==> src/rtl/alu_cmd_driver.sv <==
`default_nettype none
// ============================================================================
// Module      : alu_cmd_driver
// Description : Queues (opcode, operand) commands and issues each one to the
//               button-driven ALU as a single one-hot pulse, then returns the
//               captured Ans/flags/error. Optional counters: ALU_DRV_STATS_EN.
// Revision    : 1.0 - initial release
// ============================================================================
module alu_cmd_driver #(
  parameter int N          = 16,
  parameter int DEPTH      = 4,
  parameter int EXTRA_WAIT = 0
) (
  input  logic          clk,
  input  logic          rst_n,
  input  logic          cmd_valid,
  output logic          cmd_ready,
  input  logic [3:0]    cmd_op,
  input  logic [N-1:0]  cmd_data,
  output logic [13:0]   buttons,
  output logic [N-1:0]  alu_bus_in,
  input  logic [N-1:0]  alu_bus_out,
  input  logic [3:0]    alu_flags,
  input  logic [2:0]    alu_error,
  output logic          rsp_valid,
  input  logic          rsp_ready,
  output logic [3:0]    rsp_op,
  output logic [N-1:0]  rsp_data,
  output logic [3:0]    rsp_flags,
  output logic [2:0]    rsp_error,
  output logic          rsp_illegal,
  output logic          busy
`ifdef ALU_DRV_STATS_EN
  ,
  output logic [15:0]   done_count,
  output logic [7:0]    err_count
`endif
);

  localparam int AW = $clog2(DEPTH);
  localparam int WW = (EXTRA_WAIT > 0) ? $clog2(EXTRA_WAIT + 1) : 1;
  localparam logic [AW:0] c_full = (AW + 1)'(DEPTH);

  typedef enum logic [2:0] {
    S_IDLE  = 3'd0,
    S_DRIVE = 3'd1,
    S_HOLD  = 3'd2,
    S_WAITX = 3'd3,
    S_CAPT  = 3'd4,
    S_RESP  = 3'd5
  } state_t;

  state_t          r_state, w_state_nxt;
  logic [3:0]      r_fifo_op   [DEPTH];
  logic [N-1:0]    r_fifo_data [DEPTH];
  logic [AW-1:0]   r_wr_ptr, r_rd_ptr;
  logic [AW:0]     r_count;
  logic [3:0]      r_op;
  logic [N-1:0]    r_data;
  logic            r_illegal;
  logic [N-1:0]    r_rsp_data;
  logic [3:0]      r_rsp_flags;
  logic [2:0]      r_rsp_error;
  logic [WW-1:0]   r_wait;
  logic            w_push, w_pop, w_head_legal;
  logic [3:0]      w_head_op;
  logic [2:0]      w_err_mask;

  assign cmd_ready    = (r_count != c_full);
  assign w_push       = cmd_valid & cmd_ready;
  assign w_pop        = (r_state == S_IDLE) & (r_count != '0);
  assign w_head_op    = r_fifo_op[r_rd_ptr];
  assign w_head_legal = (w_head_op != 4'd0) & (w_head_op != 4'd15);

  assign rsp_valid    = (r_state == S_RESP);
  assign rsp_op       = r_op;
  assign rsp_data     = r_rsp_data;
  assign rsp_flags    = r_rsp_flags;
  assign rsp_error    = r_rsp_error;
  assign rsp_illegal  = r_illegal;
  assign busy         = (r_state != S_IDLE) | (r_count != '0);

  // Storage carries no reset; validity is tracked by the pointers and count.
  always_ff @(posedge clk) begin
    if (w_push) begin
      r_fifo_op[r_wr_ptr]   <= cmd_op;
      r_fifo_data[r_wr_ptr] <= cmd_data;
    end
  end

  always_ff @(posedge clk or negedge rst_n) begin
    if (!rst_n) begin
      r_wr_ptr <= '0;
      r_rd_ptr <= '0;
      r_count  <= '0;
    end else begin
      if (w_push) r_wr_ptr <= r_wr_ptr + 1'b1;
      if (w_pop)  r_rd_ptr <= r_rd_ptr + 1'b1;
      case ({w_push, w_pop})
        2'b10:   r_count <= r_count + 1'b1;
        2'b01:   r_count <= r_count - 1'b1;
        default: r_count <= r_count;
      endcase
    end
  end

  // Only the arithmetic ops own an error bit; everything else reports none.
  always_comb begin
    w_err_mask = 3'b000;
    case (r_op)
      4'd1:    w_err_mask = 3'b100;
      4'd2:    w_err_mask = 3'b010;
      4'd3:    w_err_mask = 3'b001;
      default: w_err_mask = 3'b000;
    endcase
  end

  always_ff @(posedge clk or negedge rst_n) begin
    if (!rst_n) begin
      r_state <= S_IDLE;
    end else begin
      r_state <= w_state_nxt;
    end
  end

  always_comb begin
    w_state_nxt = r_state;
    buttons     = '0;
    alu_bus_in  = '0;
    case (r_state)
      S_IDLE: begin
        if (w_pop) w_state_nxt = w_head_legal ? S_DRIVE : S_RESP;
      end
      S_DRIVE: begin
        buttons     = 14'(1) << (r_op - 4'd1);
        alu_bus_in  = r_data;
        w_state_nxt = S_HOLD;
      end
      S_HOLD: begin
        alu_bus_in  = r_data;
        w_state_nxt = (EXTRA_WAIT > 0) ? S_WAITX : S_CAPT;
      end
      S_WAITX: begin
        alu_bus_in = r_data;
        if (r_wait == WW'(EXTRA_WAIT - 1)) w_state_nxt = S_CAPT;
      end
      S_CAPT: w_state_nxt = S_RESP;
      S_RESP: begin
        if (rsp_ready) w_state_nxt = S_IDLE;
      end
      default: w_state_nxt = S_IDLE;
    endcase
  end

  always_ff @(posedge clk or negedge rst_n) begin
    if (!rst_n) begin
      r_op        <= '0;
      r_data      <= '0;
      r_illegal   <= 1'b0;
      r_rsp_data  <= '0;
      r_rsp_flags <= '0;
      r_rsp_error <= '0;
      r_wait      <= '0;
    end else begin
      if (w_pop) begin
        r_op      <= w_head_op;
        r_data    <= r_fifo_data[r_rd_ptr];
        r_illegal <= ~w_head_legal;
        if (!w_head_legal) r_rsp_error <= 3'b000;
      end
      // Error is only meaningful while the ALU still holds the op.
      if (r_state == S_HOLD) begin
        r_rsp_error <= alu_error & w_err_mask;
        r_wait      <= '0;
      end
      if (r_state == S_WAITX) r_wait <= r_wait + 1'b1;
      if (r_state == S_CAPT) begin
        r_rsp_data  <= alu_bus_out;
        r_rsp_flags <= alu_flags;
      end
    end
  end

`ifdef ALU_DRV_STATS_EN
  always_ff @(posedge clk or negedge rst_n) begin
    if (!rst_n) begin
      done_count <= '0;
      err_count  <= '0;
    end else if (rsp_valid && rsp_ready) begin
      if (!r_illegal) done_count <= done_count + 1'b1;
      if ((|r_rsp_error) && (err_count != 8'hFF)) err_count <= err_count + 1'b1;
    end
  end
`endif

endmodule
`default_nettype wire

==> config.mk <==
export PLATFORM = sky130hd
export DESIGN_NAME = alu_cmd_driver
export DESIGN_NICKNAME = d
export VERILOG_FILES = /design/src/rtl/alu_cmd_driver.sv
export SDC_FILE = /design/constraint.sdc
export NUM_CORES = 1
export LEC_CHECK = 0
export ABC_CLOCK_PERIOD_IN_PS = 2840
export CORE_MARGIN = 4
export CORE_UTILIZATION = 30
export CTS_BUF_LIST = sky130_fd_sc_hd__clkbuf_8
export CTS_CLUSTER_SIZE = 24
export DETAILED_ROUTE_END_ITERATION = 7
export PLACE_DENSITY = 0.62
export SETUP_SLACK_MARGIN = 0.1
export SLEW_MARGIN = 20
export SYNTH_ARGS = -nofsm -noshare
export SYNTH_HDL_FRONTEND = slang
export SYNTH_SLANG_ARGS = --single-unit
==> constraint.sdc <==
create_clock -name clk -period 2.84 [get_ports clk]
set_input_delay 0.568 -clock clk [delete_from_list [all_inputs] [get_ports clk]]
set_output_delay 0.568 -clock clk [all_outputs]
set_load 0.005 [all_outputs]
# After elaboration in Yosys (flattened, before gate mapping)
# Memory sizes are Yosys's and may differ from the RTL's. A register that Yosys moved wholly into a read port is not among the register bits.
# Cells that the tools add are included.
# word_totals
register_bits,39
ramBits,80
inputBits,47
output_inout_bits,61
word_cells,68
memories,2
# mem_list
memory,depth,width,read_ports,rd_ports_with_merged_regs,wr,line_no,text
r_fifo_data,4,16,1,1,1,55,logic [N-1:0] r_fifo_data [DEPTH];
r_fifo_op,4,4,1,0,1,54,logic [3:0] r_fifo_op [DEPTH];
# op_classes
add_sub_neg,6
eq_ne,16
shifts,1
n_mux,16
bitwise,6
n_reduce_logical,11
# ops
cell,count
3-bit two-way mux,7
3-bit case mux with 6 select lines,1
16-bit two-way mux,1
14-bit two-way mux,1
"1-bit by 4-bit << shifter with 14-bit output, first input constant",1
3-bit case mux with 3 select lines,1
"4-bit by 2-bit == test with 1-bit output, second input constant",2
"3-bit by 2-bit == test with 1-bit output, second input constant",2
"3-bit == test, second input constant",2
3-bit case mux with 2 select lines,1
2-bit nonzero test,3
3-bit nonzero test,2
"2-bit by 1-bit adder with 2-bit output, second input constant",2
"4-bit by 1-bit == test with 1-bit output, second input constant",1
1-bit two-way mux,4
"2-bit by 1-bit inequality test with 1-bit output, second input constant",2
"2-bit inequality test, second input constant",2
"4-bit inequality test, second input constant",1
4-bit nonzero test,1
"4-bit by 1-bit subtractor with 4-bit output, second input constant",1
"3-bit by 1-bit adder with 3-bit output, second input constant",1
1-bit AND,3
3-bit AND,1
"3-bit by 1-bit == test with 1-bit output, second input constant",1
other kinds (12),12

# Depth between registers and ports, before layout
# Gate-level depths: netlist of the first run.
# An unclocked memory read counts as a cell.
# logic_depth
word_depth,6
ltp_mapped,10
ltp_nobuf,10

# Worst setup path before layout of the first run
# No wires, ideal clock.
# synth_timing
kind,reg-to-reg
start,register r_state[1]
end,register r_count[2]
setup_ns,0.079
arrival_time_ns,2.370
required_time_ns,2.761
path_slack_ns,0.391
stages_incl_launch_ff,10
n_path_buf,2
period_less_slack_ns,2.449
cell_sequence,dfrtp_1 clkbuf_1 nor4_2 buf_2 ha_1 inv_1 fa_1 xor2_1 nor2_1 xor2_1
# synth_via
elab_chain_cells,4
word_cells_on_any_way,6
cone_classes,eq/ne (2); mux (1); bitwise (1); reduce/logical (2)
# synth_lines
item,line_no,text
"start, declared",53,"state_t r_state, w_state_nxt;"
"start signal, assigned",122,r_state <= w_state_nxt;
3-bit zero test *,71,assign w_pop = (r_state == S_IDLE) & (r_count != '0);
1-bit AND *,71,
via w_pop,65,"logic w_push, w_pop, w_head_legal;"
2-bit by 1-bit == test with 1-bit output / 2-bit == test (equally long branches),99,"case ({w_push, w_pop})"
3-bit case mux with 2 select lines / 2-bit nonzero test (equally long branches),n/a,
"end signal, assigned",100,2'b10: r_count <= r_count + 1'b1;
"end signal, assigned",101,2'b01: r_count <= r_count - 1'b1;
"end signal, assigned",102,default: r_count <= r_count;
"end, declared",57,logic [AW:0] r_count;
# The timed path passes the listed nets; every way through them passes the cells marked *.
# A chain may end at the register's enable or synchronous reset.

# Worst setup path in the final report of the first run
# layout_timing
start,register r_state[2]
end,output alu_bus_in[14]
# layout_via
elab_chain_cells,3
word_cells_on_any_way,5
cone_classes,eq/ne (3); mux (1); reduce/logical (1)
# layout_lines
item,line_no,text
3-bit by 2-bit == test with 1-bit output / 3-bit by 1-bit == test with 1-bit output (equally long branches),130,case (r_state)
3-bit OR reduction (no source line) *,n/a,
16-bit two-way mux *,130,
"end, declared",21,"output logic [N-1:0] alu_bus_in,"
# Every way passes the cells marked *; elsewhere a longest branch is shown, timed or not.

==> impl_metrics.env, run 1 <==
export IMPL_status="finished, final reports clean"
export IMPL_synth_top_area_share_pct=44.26
export IMPL_r2r_start="r_rd_ptr[0]$_DFFE_PN0P_"
export IMPL_worstMarginPinSlew_ns=0.6486
export IMPL_io_buffers=107
export IMPL_min_period_over_period_pct=91.98
export IMPL_synth_largest_area_cell="edfxtp_1"
export IMPL_cts_max_path_buffers=2
export IMPL_place_area_sq_mm=0.006818
export IMPL_regArea_sq_mm=0.003782
export IMPL_max_slew_margin_pct=56.76
export IMPL_design_die_area_sq_mm=0.02031
export IMPL_crit_path_start="r_state[2]$_DFFE_PN0P_"
export IMPL_drive_gt1_share_pct=23.41
export IMPL_wire_per_inst_um=16.49
export IMPL_power_frac_comb_pct=37.9
export IMPL_seq_power_share_pct=40.8
export IMPL_maxSlewViolCount=0
export IMPL_leakagePower_nw=2.671
export IMPL_drt_first_pass_iters=4
export IMPL_vdd_drop_max_uv=401.0
export IMPL_grt_ovfl_total=0
export IMPL_critPathKind="flop to output pin"
export IMPL_finalSetupTns_ns=0
export IMPL_cts_clk_slew_worst_paths_ns=0.08
export IMPL_fp_dieW_um=142.5
export IMPL_fin_crit_ns=2.612
export IMPL_area_growth_pct=34.05
export IMPL_netlist_top_cells_area="edfxtp_1 44%, dfrtp_1 25%, mux2_2 8.5%"
export IMPL_fillers=1591
export IMPL_cts_max_level=4
export IMPL_gp_congestion=0.8179
export IMPL_setup_violations=0
export IMPL_synth_most_common_cell="edfxtp_1"
export IMPL_p_per_area_mw_per_mm2=1051
export IMPL_via_count=3130
export IMPL_crit_fanout=16
export IMPL_ff2ff_path_depth=5
export IMPL_num_antenna_cells=0
export IMPL_drt_iter0_drc=153
export IMPL_grt_util_all_layers_pct=11.55
export IMPL_ys_top_cells_by_count="80 x edfxtp_1, 55 x dfrtp_1, 41 x mux2_2"
export IMPL_ys_ff_latch=135
export IMPL_yosysSeqAreaShare_pct=69.62
export IMPL_cts_buffers=17
export IMPL_grt_pass1_vias=3346
export IMPL_initial_core_util_pct=30.95
export IMPL_yosys_warnings=0
export IMPL_drc=0
export IMPL_arrival_ns=2.04
export IMPL_io_pins=108
export IMPL_fp_row_count=48
export IMPL_synth_distinct_cells=37
export IMPL_min_path_type="primary input to async pin"
export IMPL_grt_pass1_wl_mm=17.86
export IMPL_syn_num_nets=368
export IMPL_drtAntennaViolNets=0
export IMPL_clock_latency_ns=0.44
export IMPL_hold_violations=0
export IMPL_cts_sink_count=135
export IMPL_syn_avg_cell_area_sq_um=17.23
export IMPL_netSwitchingPower_mw=2.295
export IMPL_grt_max_degree=26
export IMPL_clock_fmax_mhz=382.8
export IMPL_cts_root_buffer="clkbuf_8"
export IMPL_drv_cap=0
export IMPL_critPathLaunchType="flop"
export IMPL_grt_antenna_before_repair=0
export IMPL_cts_tree="yes"
export IMPL_p_clk_share_pct=21.2
export IMPL_nets=497
export IMPL_async_reset_ff_share_pct=40.74
export IMPL_place_hpwl_mm=7.566
export IMPL_final_area_sq_mm=0.007276
export IMPL_rsz0062_at_grt="false"
export IMPL_core_area_sq_mm=0.01754
export IMPL_p_sw_share_pct=30.01
export IMPL_drt_total_wl_mm=11.25
export IMPL_fp_dieH_um=142.5
export IMPL_multi_input_area_sq_mm=0.001587
export IMPL_p_int_mw=5.352
export IMPL_synthFlopType="edfxtp_1"
export IMPL_skew_ns=0.01259
export IMPL_syn_area_sq_mm=0.005428
export IMPL_synth_edf_count=80
export IMPL_cp_required_ns=2.27
export IMPL_via_per_inst=4.589
export IMPL_syn_inst=315
export IMPL_end_kind="output pin"
-- metrics by stage --
step / worst slack [ns] / hold slack (ns) / utilization [%] / total power, mW / cells
6_report: 0.2276 / 0.1510 / 41.49 / 7.647 / 682
5_1_grt: 0.1007 / 0.1788 / 41.49 / 8.162 / 682
4_1_cts: 0.1143 / 0.1490 / 41.25 / 7.746 / 679
3_5_place_dp: 0.4303 / 0.4905 / 38.88 / 6.094 / 647
3_3_place_gp: 0.4925 / 0.4629 / 38.88 / 5.992 / 647
2_1_floorplan: 0.3905 / 0.2724 / - / 4.713 / 315
-- final cells by class --
type / count / area share [%]
inverters: 6 / 0.3095
clock inverters: 15 / 2.442
well taps: 225 / 3.869
repair buffers: 122 / 16.37
clock buffers: 17 / 3.216
flip-flops and latches: 135 / 51.99
multi-input cells: 162 / 21.81
-- flip-flops by register name, summed over array words and instances, names as in the netlist, 3 cells and up --
| name | count |
|---|---|
| rsp_op | 4 |
| rsp_data | 16 |
| r_data | 16 |
| r_count | 3 |
| r_fifo_data | 64 |
| r_fifo_op | 16 |
| rsp_flags | 4 |
| rsp_error | 3 |
| r_state | 3 |
-- per-layer routing --
metal	share of wire (%)	global-route usage (%)	up-vias
met5	0	0	-
met4	1.5	4.252	0
met3	5.5	3.427	16
met2	52	19.86	84
met1	41	13.72	1591
li1	-	-	1439
-- path summary, 6_finish.rpt --
| kind | to | slack [ns] |
|---|---|---|
| max | alu_bus_in[14] | 0.23 |
| min | rsp_op[3]$_DFFE_PN0P_ | 0.15 |
| max reg2reg | rsp_error[2]$_DFFE_PN0P_ | 0.65 |
| min reg2reg | r_state[1]$_DFFE_PN0P_ | 0.49 |
| max in group asynchronous | r_data[3]$_DFFE_PN0P_ | 1.93 |
| min in group clk | r_state[1]$_DFFE_PN0P_ | 0.49 |
-- logic make-up (layout without fill, tap and decap cells) --
family / after synthesis / count (layout) / share of synthesized area (%)
DFF: 135 / 135 / 69.62
and+or+nand+nor: 76 / 76 / 7.492
AOI/OAI and AO/OA: 12 / 12 / 1.406
buffers and inverters: 18 / 160 / 1.452
muxes: 62 / 62 / 17.54
adders and majority gates: 6 / 6 / 1.521
xor gates and xnor gates: 6 / 6 / 0.9684
-- power groups by stage --
stage	sequential, mW	clock [mW]	combinational [mW]
2_1_floorplan	3.05	0	1.67
3_3_place_gp	3.15	0	2.84
3_5_place_dp	3.19	0	2.91
4_1_cts	3.15	1.68	2.92
5_1_grt	3.21	1.78	3.18
6_report	3.12	1.62	2.90
-- critical path: stages, from the launching register on --
cell and delay (ns):
dfrtp_2 0.43, buf_4 0.17, nor2_1 0.10, buf_4 0.23
and2_1 0.16, clkdlybuf4s50_1 0.51
-- layout by cell type, fill, tap and decap left out, types with 4 or more instances in the layout --
| master | synthesis | routed |
|---|---|---|
| nor2_1 | 19 | 18 |
| dfrtp_1 | 55 | 52 |
| and3_1 | 4 | 4 |
| edfxtp_1 | 80 | 80 |
| nand2_1 | 11 | 11 |
| clkbuf_8 | 0 | 17 |
| nand2b_1 | 6 | 6 |
| nor3_1 | 5 | 5 |
| mux4_2 | 12 | 12 |
| mux4_1 | 8 | 8 |
| nand3_1 | 4 | 4 |
| inv_1 | 6 | 7 |
| mux2_2 | 41 | 41 |
| buf_4 | 0 | 14 |
| and2_1 | 18 | 18 |
| ha_1 | 5 | 5 |
| clkdlybuf4s50_1 | 0 | 106 |
-- timing repair --
item | CTS | global route
hold buffers | 0 | 0
buffers inserted | 0 | 3
setup endpoints to repair | 28 | 29
gates resized for setup | 3 | 2
endpoints found under the hold margin | 0 | 0
(Power assumes the default switching activity.)
==> run 2, diff against run 1 <==
CTS_CLUSTER_DIAMETER = 100   (was not set)
PLACE_DENSITY = not set   (was 0.62)
PLACE_DENSITY_LB_ADDON = 0.25   (was not set)
==> impl_metrics.env, run 2 (synthesis results as in run 1) <==
export IMPL_cts_root_buffer="clkbuf_8"
export IMPL_fin_crit_ns=2.593
export IMPL_mostFrequentLayoutCell="clkdlybuf4s50_1"
export IMPL_clock_fmax_mhz=385.7
export IMPL_end_kind="output pin"
export IMPL_grt_antenna_before_repair=0
export IMPL_p_per_area_mw_per_mm2=1046
export IMPL_p_int_mw=5.268
export IMPL_drc=0
export IMPL_fp_dieW_um=142.5
export IMPL_gp_congestion=0.7737
export IMPL_vdd_drop_max_uv=321.2
export IMPL_area_growth_pct=33.86
export IMPL_design_die_area_sq_mm=0.02031
export IMPL_rsz0062_at_grt="false"
export IMPL_crit_path_start="r_state[2]$_DFFE_PN0P_"
export IMPL_place_area_sq_mm=0.006803
export IMPL_cts_clk_slew_worst_paths_ns=0.08
export IMPL_skew_ns=0.009261
export IMPL_num_antenna_cells=0
export IMPL_leakagePower_nw=2.664
export IMPL_drt_total_wl_mm=11.36
export IMPL_rr_endpoint="rsp_error[0]$_DFFE_PN0P_"
export IMPL_initial_core_util_pct=30.95
export IMPL_power_frac_comb_pct=37.6
export IMPL_nets=497
export IMPL_final_area_sq_mm=0.007266
export IMPL_grt_ovfl_total=0
export IMPL_max_slew_margin_pct=58.42
export IMPL_crit_fanout=16
export IMPL_regArea_sq_mm=0.003782
export IMPL_drt_first_pass_iters=6
export IMPL_hold_violations=0
export IMPL_p_sw_share_pct=30.71
export IMPL_maxSlewViolCount=0
export IMPL_wire_per_inst_um=16.65
export IMPL_cts_max_path_buffers=2
export IMPL_min_path_type="flop to flop"
export IMPL_io_pins=108
export IMPL_layout_common_cells="106 x clkdlybuf4s50_1, 80 x edfxtp_1, 52 x dfrtp_1"
export IMPL_finalSetupTns_ns=0
export IMPL_fp_dieH_um=142.5
export IMPL_io_buffers=107
export IMPL_critPathLaunchType="flop"
export IMPL_largest_reg_flops=64
export IMPL_drv_cap=0
export IMPL_critPathKind="flop to output pin"
export IMPL_reg2reg_setup_slack_ns=0.67
export IMPL_grt_util_all_layers_pct=11.77
export IMPL_drive_gt1_share_pct=23.85
export IMPL_fillers=1617
export IMPL_multi_input_area_sq_mm=0.001597
export IMPL_worstMarginPinSlew_ns=0.6236
export IMPL_grt_max_degree=48
export IMPL_via_count=3107
export IMPL_place_hpwl_mm=7.461
export IMPL_seq_power_share_pct=41.3
export IMPL_drtAntennaViolNets=0
export IMPL_ff2ff_path_depth=4
export IMPL_clock_latency_ns=0.44
export IMPL_cts_buffers=17
export IMPL_min_path_cells=1
export IMPL_cts_tree="yes"
export IMPL_r2r_start="r_rd_ptr[0]$_DFFE_PN0P_"
export IMPL_top_register="r_fifo_data"
export IMPL_hp_start="r_wait$_DFFE_PN0P_"
export IMPL_min_period_over_period_pct=91.29
export IMPL_p_clk_share_pct=21.1
export IMPL_cts_max_level=4
export IMPL_hold_path_end="r_state[1]$_DFFE_PN0P_"
export IMPL_grt_pass1_vias=3311
export IMPL_arrival_ns=2.02
export IMPL_core_area_sq_mm=0.01754
export IMPL_status="finished, final reports clean"
export IMPL_netSwitchingPower_mw=2.335
export IMPL_via_per_inst=4.556
export IMPL_cp_required_ns=2.27
export IMPL_fp_row_count=48
export IMPL_cts_sink_count=135
export IMPL_drt_iter0_drc=129
export IMPL_grt_pass1_wl_mm=17.92
export IMPL_setup_violations=0
[run 2: cell count changes in the layout (fill, tap and decap cells not counted), sizes merged]
cell / change
buf: -2
bufinv: -1
clkbuf: +1
clkinv: -3
dlygate4sd3: +1
inv: +4
[run 2: layer usage]
metal	wire [um]	track usage, %	vias up	share of wire [%]
met5	0	0	-	0
met4	221	5.103	0	1.9
met3	539	3.797	16	4.7
met2	5992	20.23	74	53
met1	4604	13.46	1575	41
li1	-	-	1442	-
[run 2: repair_timing]
action                                  CTS  global route
endpoints found under the setup margin   17            26
hold endpoints to repair                  8             0
gates resized for setup                   4             4
buffers inserted                          0             4
hold buffers                              1             0
[run 2: final cells by class]
cell class	count	area share [%]
Multi-Input combinational cell	162	21.97
Sequential cell	135	52.06
Clock buffer	17	3.220
Timing Repair Buffer	122	16.27
Inverter	6	0.3100
Clock inverter	15	2.290
Tap cell	225	3.875
[run 2: worst max-delay path by stage]
stage	to	slack, ns	cells after the start
global placement	r_count[2]$_DFFE_PN0P_	0.50	9
global route	alu_bus_in[4]	0.09	5
detailed placement	r_count[2]$_DFFE_PN0P_	0.44	9
floorplan	r_count[2]$_DFFE_PN0P_	0.39	9
finish	alu_bus_in[2]	0.25	5
CTS	alu_bus_in[2]	0.12	5
[run 2: critical path: stages, from the launching register on]
cell             delay [ns]
dfrtp_2                0.44
buf_4                  0.15
nor2_1                 0.12
buf_6                  0.19
and2_1                 0.18
clkdlybuf4s50_1        0.51
[run 2: metrics by stage]
| stage | utilization [%] | cells | hold WS, ns | setup slack, ns | power, mW |
|---|---|---|---|---|---|
| 2_1_floorplan | - | 315 | 0.2724 | 0.3905 | 4.713 |
| 3_3_place_gp | 38.79 | 645 | 0.4434 | 0.4982 | 5.984 |
| 3_5_place_dp | 38.79 | 645 | 0.4471 | 0.4385 | 6.072 |
| 4_1_cts | 41.19 | 678 | 0.4836 | 0.1233 | 7.710 |
| 5_1_grt | 41.43 | 682 | 0.5127 | 0.09113 | 8.131 |
| 6_report | 41.43 | 682 | 0.4769 | 0.2474 | 7.603 |
[run 2: power groups by stage]
stage	Combinational [mW]	Clock [mW]	Sequential, mW
6_report	2.86	1.60	3.14
5_1_grt	3.13	1.76	3.24
4_1_cts	2.88	1.66	3.17
3_5_place_dp	2.87	0	3.21
3_3_place_gp	2.81	0	3.17
2_1_floorplan	1.67	0	3.05
